==> config.mk <==
export PLATFORM = sky130hd
export DESIGN_NAME = load_writeback_unit
export DESIGN_NICKNAME = d
export VERILOG_FILES = /design/src/rtl/load_writeback_unit_pkg.sv /design/src/rtl/load_writeback_unit_extract.sv /design/src/rtl/load_writeback_unit.sv
export SDC_FILE = /design/constraint.sdc
export NUM_CORES = 1
export LEC_CHECK = 0
export CAP_MARGIN = 20
export CELL_PAD_IN_SITES_DETAIL_PLACEMENT = 1
export CELL_PAD_IN_SITES_GLOBAL_PLACEMENT = 2
export CORE_ASPECT_RATIO = 1.25
export CORE_MARGIN = 2
export CORE_UTILIZATION = 28
export CTS_BUF_LIST = sky130_fd_sc_hd__clkbuf_8
export CTS_CLUSTER_DIAMETER = 60
export DETAILED_ROUTE_END_ITERATION = 12
export MAX_ROUTING_LAYER = met4
export PLACE_DENSITY_LB_ADDON = 0.1
export SLEW_MARGIN = 20
export SYNTH_ARGS = -nofsm -noshare
export SYNTH_HDL_FRONTEND = slang
export SYNTH_SLANG_ARGS = --single-unit
export TNS_END_PERCENT = 10
==> constraint.sdc <==
create_clock -name clk -period 5.5 [get_ports clk]
set_clock_uncertainty 0.2 [all_clocks]
set_input_delay 1.65 -clock clk [delete_from_list [all_inputs] [get_ports clk]]
set_output_delay 1.65 -clock clk [all_outputs]
set_load 0.01 [all_outputs]
==> src/rtl/load_writeback_unit_pkg.sv <==
// load_writeback_unit_pkg: shared load opcodes, FSM encoding and legality check
package load_writeback_unit_pkg;
    localparam logic [5:0] OP_LBZ = 6'd34;
    localparam logic [5:0] OP_LHZ = 6'd40;
    localparam logic [5:0] OP_LHA = 6'd42;
    localparam logic [5:0] OP_LWZ = 6'd32;
    localparam logic [5:0] OP_LD  = 6'd58;
    typedef enum logic [1:0] {IDLE, MEM, WB} state_t;
    function automatic logic load_legal(input logic [5:0] op, input logic [2:0] off);
        return op == OP_LBZ
            || ((op == OP_LHZ || op == OP_LHA) && !off[0])
            || (op == OP_LWZ && off[1:0] == 2'b00)
            || (op == OP_LD && off == 3'b000);
    endfunction
endpackage

==> src/rtl/load_writeback_unit_extract.sv <==
// load_extract: little-endian lane select and zero/sign extension of a loaded doubleword
module load_extract
    import load_writeback_unit_pkg::*;
(
    input  logic [5:0]  opcode,
    input  logic [2:0]  offset,
    input  logic [63:0] rdata,
    output logic [63:0] value
);
    logic [63:0] sh;
    always_comb begin
        sh = rdata >> {offset, 3'b000};
        value = opcode == OP_LBZ ? {56'b0, sh[7:0]} :
                opcode == OP_LHZ ? {48'b0, sh[15:0]} :
                opcode == OP_LHA ? {{48{sh[15]}}, sh[15:0]} :
                opcode == OP_LWZ ? {32'b0, sh[31:0]} : sh;
    end
endmodule

==> src/rtl/load_writeback_unit.sv <==
// load_writeback_unit: single-outstanding load FSM with alignment check, timeout and writeback
module load_writeback_unit
    import load_writeback_unit_pkg::*;
#(
    parameter int MEM_TIMEOUT = 16
) (
    input  logic        clk,
    input  logic        rst,
    input  logic        req_valid,
    output logic        req_ready,
    input  logic [5:0]  req_opcode,
    input  logic [63:0] req_addr,
    input  logic [4:0]  req_rd,
    output logic        mem_rd_en,
    output logic [63:0] mem_addr,
    input  logic        mem_ready,
    input  logic [63:0] mem_rdata,
    output logic        wb_en,
    output logic [4:0]  wb_rd,
    output logic [63:0] wb_data,
    output logic        err
);
    localparam int CW = $clog2(MEM_TIMEOUT + 1);
    state_t state, state_nx;
    logic [5:0] op;
    logic [63:0] addr, data, ext;
    logic [4:0] rd;
    logic [CW-1:0] cnt;
    logic err_q, accept, legal, timeout;
    load_extract u_extract (.opcode(op), .offset(addr[2:0]), .rdata(data), .value(ext));
    always_comb begin
        accept = state == IDLE && req_valid;
        legal = load_legal(req_opcode, req_addr[2:0]);
        // a response arriving on the final allowed cycle wins over the timeout
        timeout = state == MEM && !mem_ready && cnt == CW'(MEM_TIMEOUT - 1);
        state_nx = state == IDLE ? (accept && legal ? MEM : IDLE) :
                   state == MEM  ? (mem_ready ? WB : timeout ? IDLE : MEM) : IDLE;
        req_ready = state == IDLE;
        mem_rd_en = state == MEM;
        mem_addr = mem_rd_en ? {addr[63:3], 3'b000} : 64'd0;
        wb_en = state == WB;
        wb_rd = wb_en ? rd : 5'd0;
        wb_data = wb_en ? ext : 64'd0;
        err = err_q;
    end
    always_ff @(posedge clk) begin
        if (rst) begin
            state <= IDLE;
            op <= '0;
            addr <= '0;
            rd <= '0;
            data <= '0;
            cnt <= '0;
            err_q <= 1'b0;
        end else begin
            state <= state_nx;
            err_q <= (accept && !legal) || timeout;
            if (accept && legal) begin
                op <= req_opcode;
                addr <= req_addr;
                rd <= req_rd;
                cnt <= '0;
            end
            if (state == MEM && mem_ready) data <= mem_rdata;
            if (state == MEM && !mem_ready) cnt <= cnt + 1'b1;
        end
    end
endmodule

==> flow_summary.yaml <==
sta:
  post-route-period-util: 0.9459
  relSlewSlack: 0.4075
  rsz0062_at_grt: "no"
  setup_violations: 0
  hold_viol: 0
  max_freq_ghz: 0.1922
  timing.final.ws_setup_ps: 297.5
  worst_pin_slew_ps: 888.7
  period_minus_slack_ps: 5202
  slew_violations: 0
  fin_tns_setup_ps: 0
route:
  drc_errors: 0
  drtPass1Iterations: 4
  wl_um: 33090
  wire_per_inst_um: 20.35
  routed_via_density: 5.229
  drt-initial-drc-count: 331
  routed-via-count: 8502
  ant_nets: 0
placement:
  gp_congestion: 0.8603
  placement.cell_area_um2: 10990
  pre_cts_ws_ps: 762.2
  dpl.hpwl_um: 23160
  port_buffers: 276
pwr:
  vdd_ir_drop_max_v: 0.0001196
  p_leak_nw: 3.683
  powerDensity_nw_per_um2: 197.7
global_route:
  grt_pass1_wl_um: 51050
  grt_use_total: 0.2214
  grt_max_degree: 75
  first_global_vias: 9158
  antenna_found_initial: 4
  grt-ovfl-total: 0
clocking:
  cts_setup_buffers: 0
  clock-sinks: 147
  cts.clk_slew.worst_paths_ps: 80
  htree_levels: 4
  ctsResizeCount: 0
  ctsHoldBuffers: 0
  clockBufferDepth: 2
  insertion_delay_ps: 460
  cts-root-buf: "clkbuf_8"
  cts_tree: "built"
  cts_buffers: 17
critical_path:
  worstPathRequired_ps: 3650
  r2r_cells: 6
  critPathCaptureType: "primary output"
  crit_fanout: 33
  critPathArrivalTime_ps: 3350
  rr_endpoint: "data[14]$_SDFFE_PP0P_"
  r2r-start: "state[0]$_SDFF_PP0_"
  critPathKind: "reg2out"
  cp-start-kind: "register"
  rrSetupSlack_ps: 2770
min_path:
  hp-start: "data[2]$_SDFFE_PP0P_"
  whs_endpoint: "data[2]$_SDFFE_PP0P_"
  holdPathStages: 2
  hp-class: "reg2reg"
final_layout:
  syn_to_final_growth_pct: 40.48
  drive_gt1_frac: 0.06161
  fill_cells: 3417
  regArea_um2: 2948
  fin_nets: 1398
  multi_input_area_um2: 4674
  final_area_um2: 11440
  final_common_cell: "clkdlybuf4s50_1"
  final_cell_mix: "275 x clkdlybuf4s50_1, 189 x nand2_1, 149 x a21oi_1, 145 x dfxtp_1, 82 x o21ai_0"
yosys:
  synth_cell_types: 49
  seq_area_frac_synth: 0.3615
  netlist_area_um2: 8142
  yosys_most_used_dff: "dfxtp_1"
  synth-edff-count: 0
  ys_ff_latch: 147
  avgSynthCellArea_um2: 7.739
  async_reset_ff_frac: 0
  ys_top_cells_by_area: "dfxtp_1 36%, a21oi_1 9.2%, nand2_1 8.8%"
  ys_warn_count: 0
  netlist.area_leader.share: 0.3615
  post-synth-top-area-cell: "dfxtp_1"
  synth_cells: 1052
floorplan:
  start_util: 0.2858
  dieArea_um2: 30460
  io-pin-count: 280
  fp-row-count: 69
  fp.dieW_um: 156.5
  core_area_um2: 28490
  dieHeight_um: 194.6
outcome:
  outcome: "finished, final reports clean"
job:
  drv_cap: 0
-- cell families after synthesis --
| logic type | after synthesis | synth area share |
|---|---|---|
| AND/OR/NAND/NOR | 412 | 0.2568 |
| AO/OA/AOI/OAI | 302 | 0.2096 |
| adder cells (fa/ha/maj) | 2 | 0.003073 |
| flip-flops | 147 | 0.3615 |
| other | 1 | 0.0004606 |
| XOR/XNOR | 1 | 0.001076 |
| multiplexers | 71 | 0.09820 |
| buffers and inverters | 116 | 0.06931 |
-- worst max-delay path by stage --
stage,startpoint,end,cells past startpoint
after floorplan,op[0]$_SDFFE_PP0P_,wb_data[51],6
after global placement,op[0]$_SDFFE_PP0P_,wb_data[34],5
after detailed placement,op[0]$_SDFFE_PP0P_,wb_data[34],5
after CTS,op[0]$_SDFFE_PP0P_,wb_data[34],5
after global routing,op[0]$_SDFFE_PP0P_,wb_data[48],5
final,op[0]$_SDFFE_PP0P_,wb_data[34],5
-- Yosys cell counts (7+ instances only) --
| cell | count |
|---|---|
| clkbuf_1 | 55 |
| dfxtp_1 | 147 |
| nand4_1 | 73 |
| nor2b_1 | 13 |
| buf_2 | 24 |
| and2_1 | 67 |
| a211o_1 | 9 |
| o22ai_1 | 14 |
| o211ai_1 | 7 |
| nor2_1 | 32 |
| mux2i_1 | 63 |
| o2bb2ai_1 | 9 |
| buf_4 | 16 |
| nand2_1 | 190 |
| a21oi_1 | 149 |
| o21ai_0 | 82 |
| buf_1 | 12 |
| o31ai_1 | 9 |
| a211oi_1 | 14 |
| mux4_2 | 7 |
-- stage by stage --
step / cells / power (W) / hold slack [ps] / util
floorplan: 1054 / 0.001190 / 231.8 / -
global placement: 1589 / 0.001330 / 248.9 / 0.3858
detailed placement: 1589 / 0.001330 / 254.2 / 0.3858
CTS: 1621 / 0.002293 / 266.1 / 0.4010
global route: 1625 / 0.002357 / 280.9 / 0.4014
finish: 1626 / 0.002261 / 264.0 / 0.4014
-- layer usage --
| metal | routed length, um | GRT usage | vias to the layer above |
|---|---|---|---|
| li1 | - | - | 4120 |
| met1 | 13520 | 0.2476 | 4116 |
| met2 | 16880 | 0.3813 | 216 |
| met3 | 1746 | 0.05017 | 50 |
| met4 | 949 | 0.08495 | 0 |
| met5 | 0 | - | - |
-- report_power, final --
part | switching (W) | internal (W) | total, W | leakage [nW]
Combinational | 0.000111 | 0.000114 | 0.000224 | 2.28
Clock | 0.000455 | 0.000504 | 0.000959 | 0.212
Sequential | 0.00000739 | 0.00107 | 0.00108 | 1.19
Total | 0.000573 | 0.00169 | 0.00226 | 3.68
-- registers in the layout, indices dropped and copies added, names as in the netlist --
| signal | count |
|---|---|
| addr | 64 |
| state | 2 |
| data | 64 |
| op | 6 |
| cnt | 5 |
| err | 1 |
| rd | 5 |
-- critical path: stages, from the launching register on --
cell and delay, ps:
dfxtp_1 340, nor4b_4 480, and3_1 660, nand4_4 530, nand2_1 300, clkdlybuf4s50_1 570
-- final cells by class --
class | count | share of cell area
inverters | 3 | 0.0009846
diodes | 5 | 0.001094
clock inverters | 14 | 0.01630
multi-input cells | 791 | 0.4087
well taps | 355 | 0.03884
clock buffers | 18 | 0.02166
flip-flops and latches | 147 | 0.2577
repair buffers | 293 | 0.2547
No activity file was read; power rests on OpenSTA's default activity.
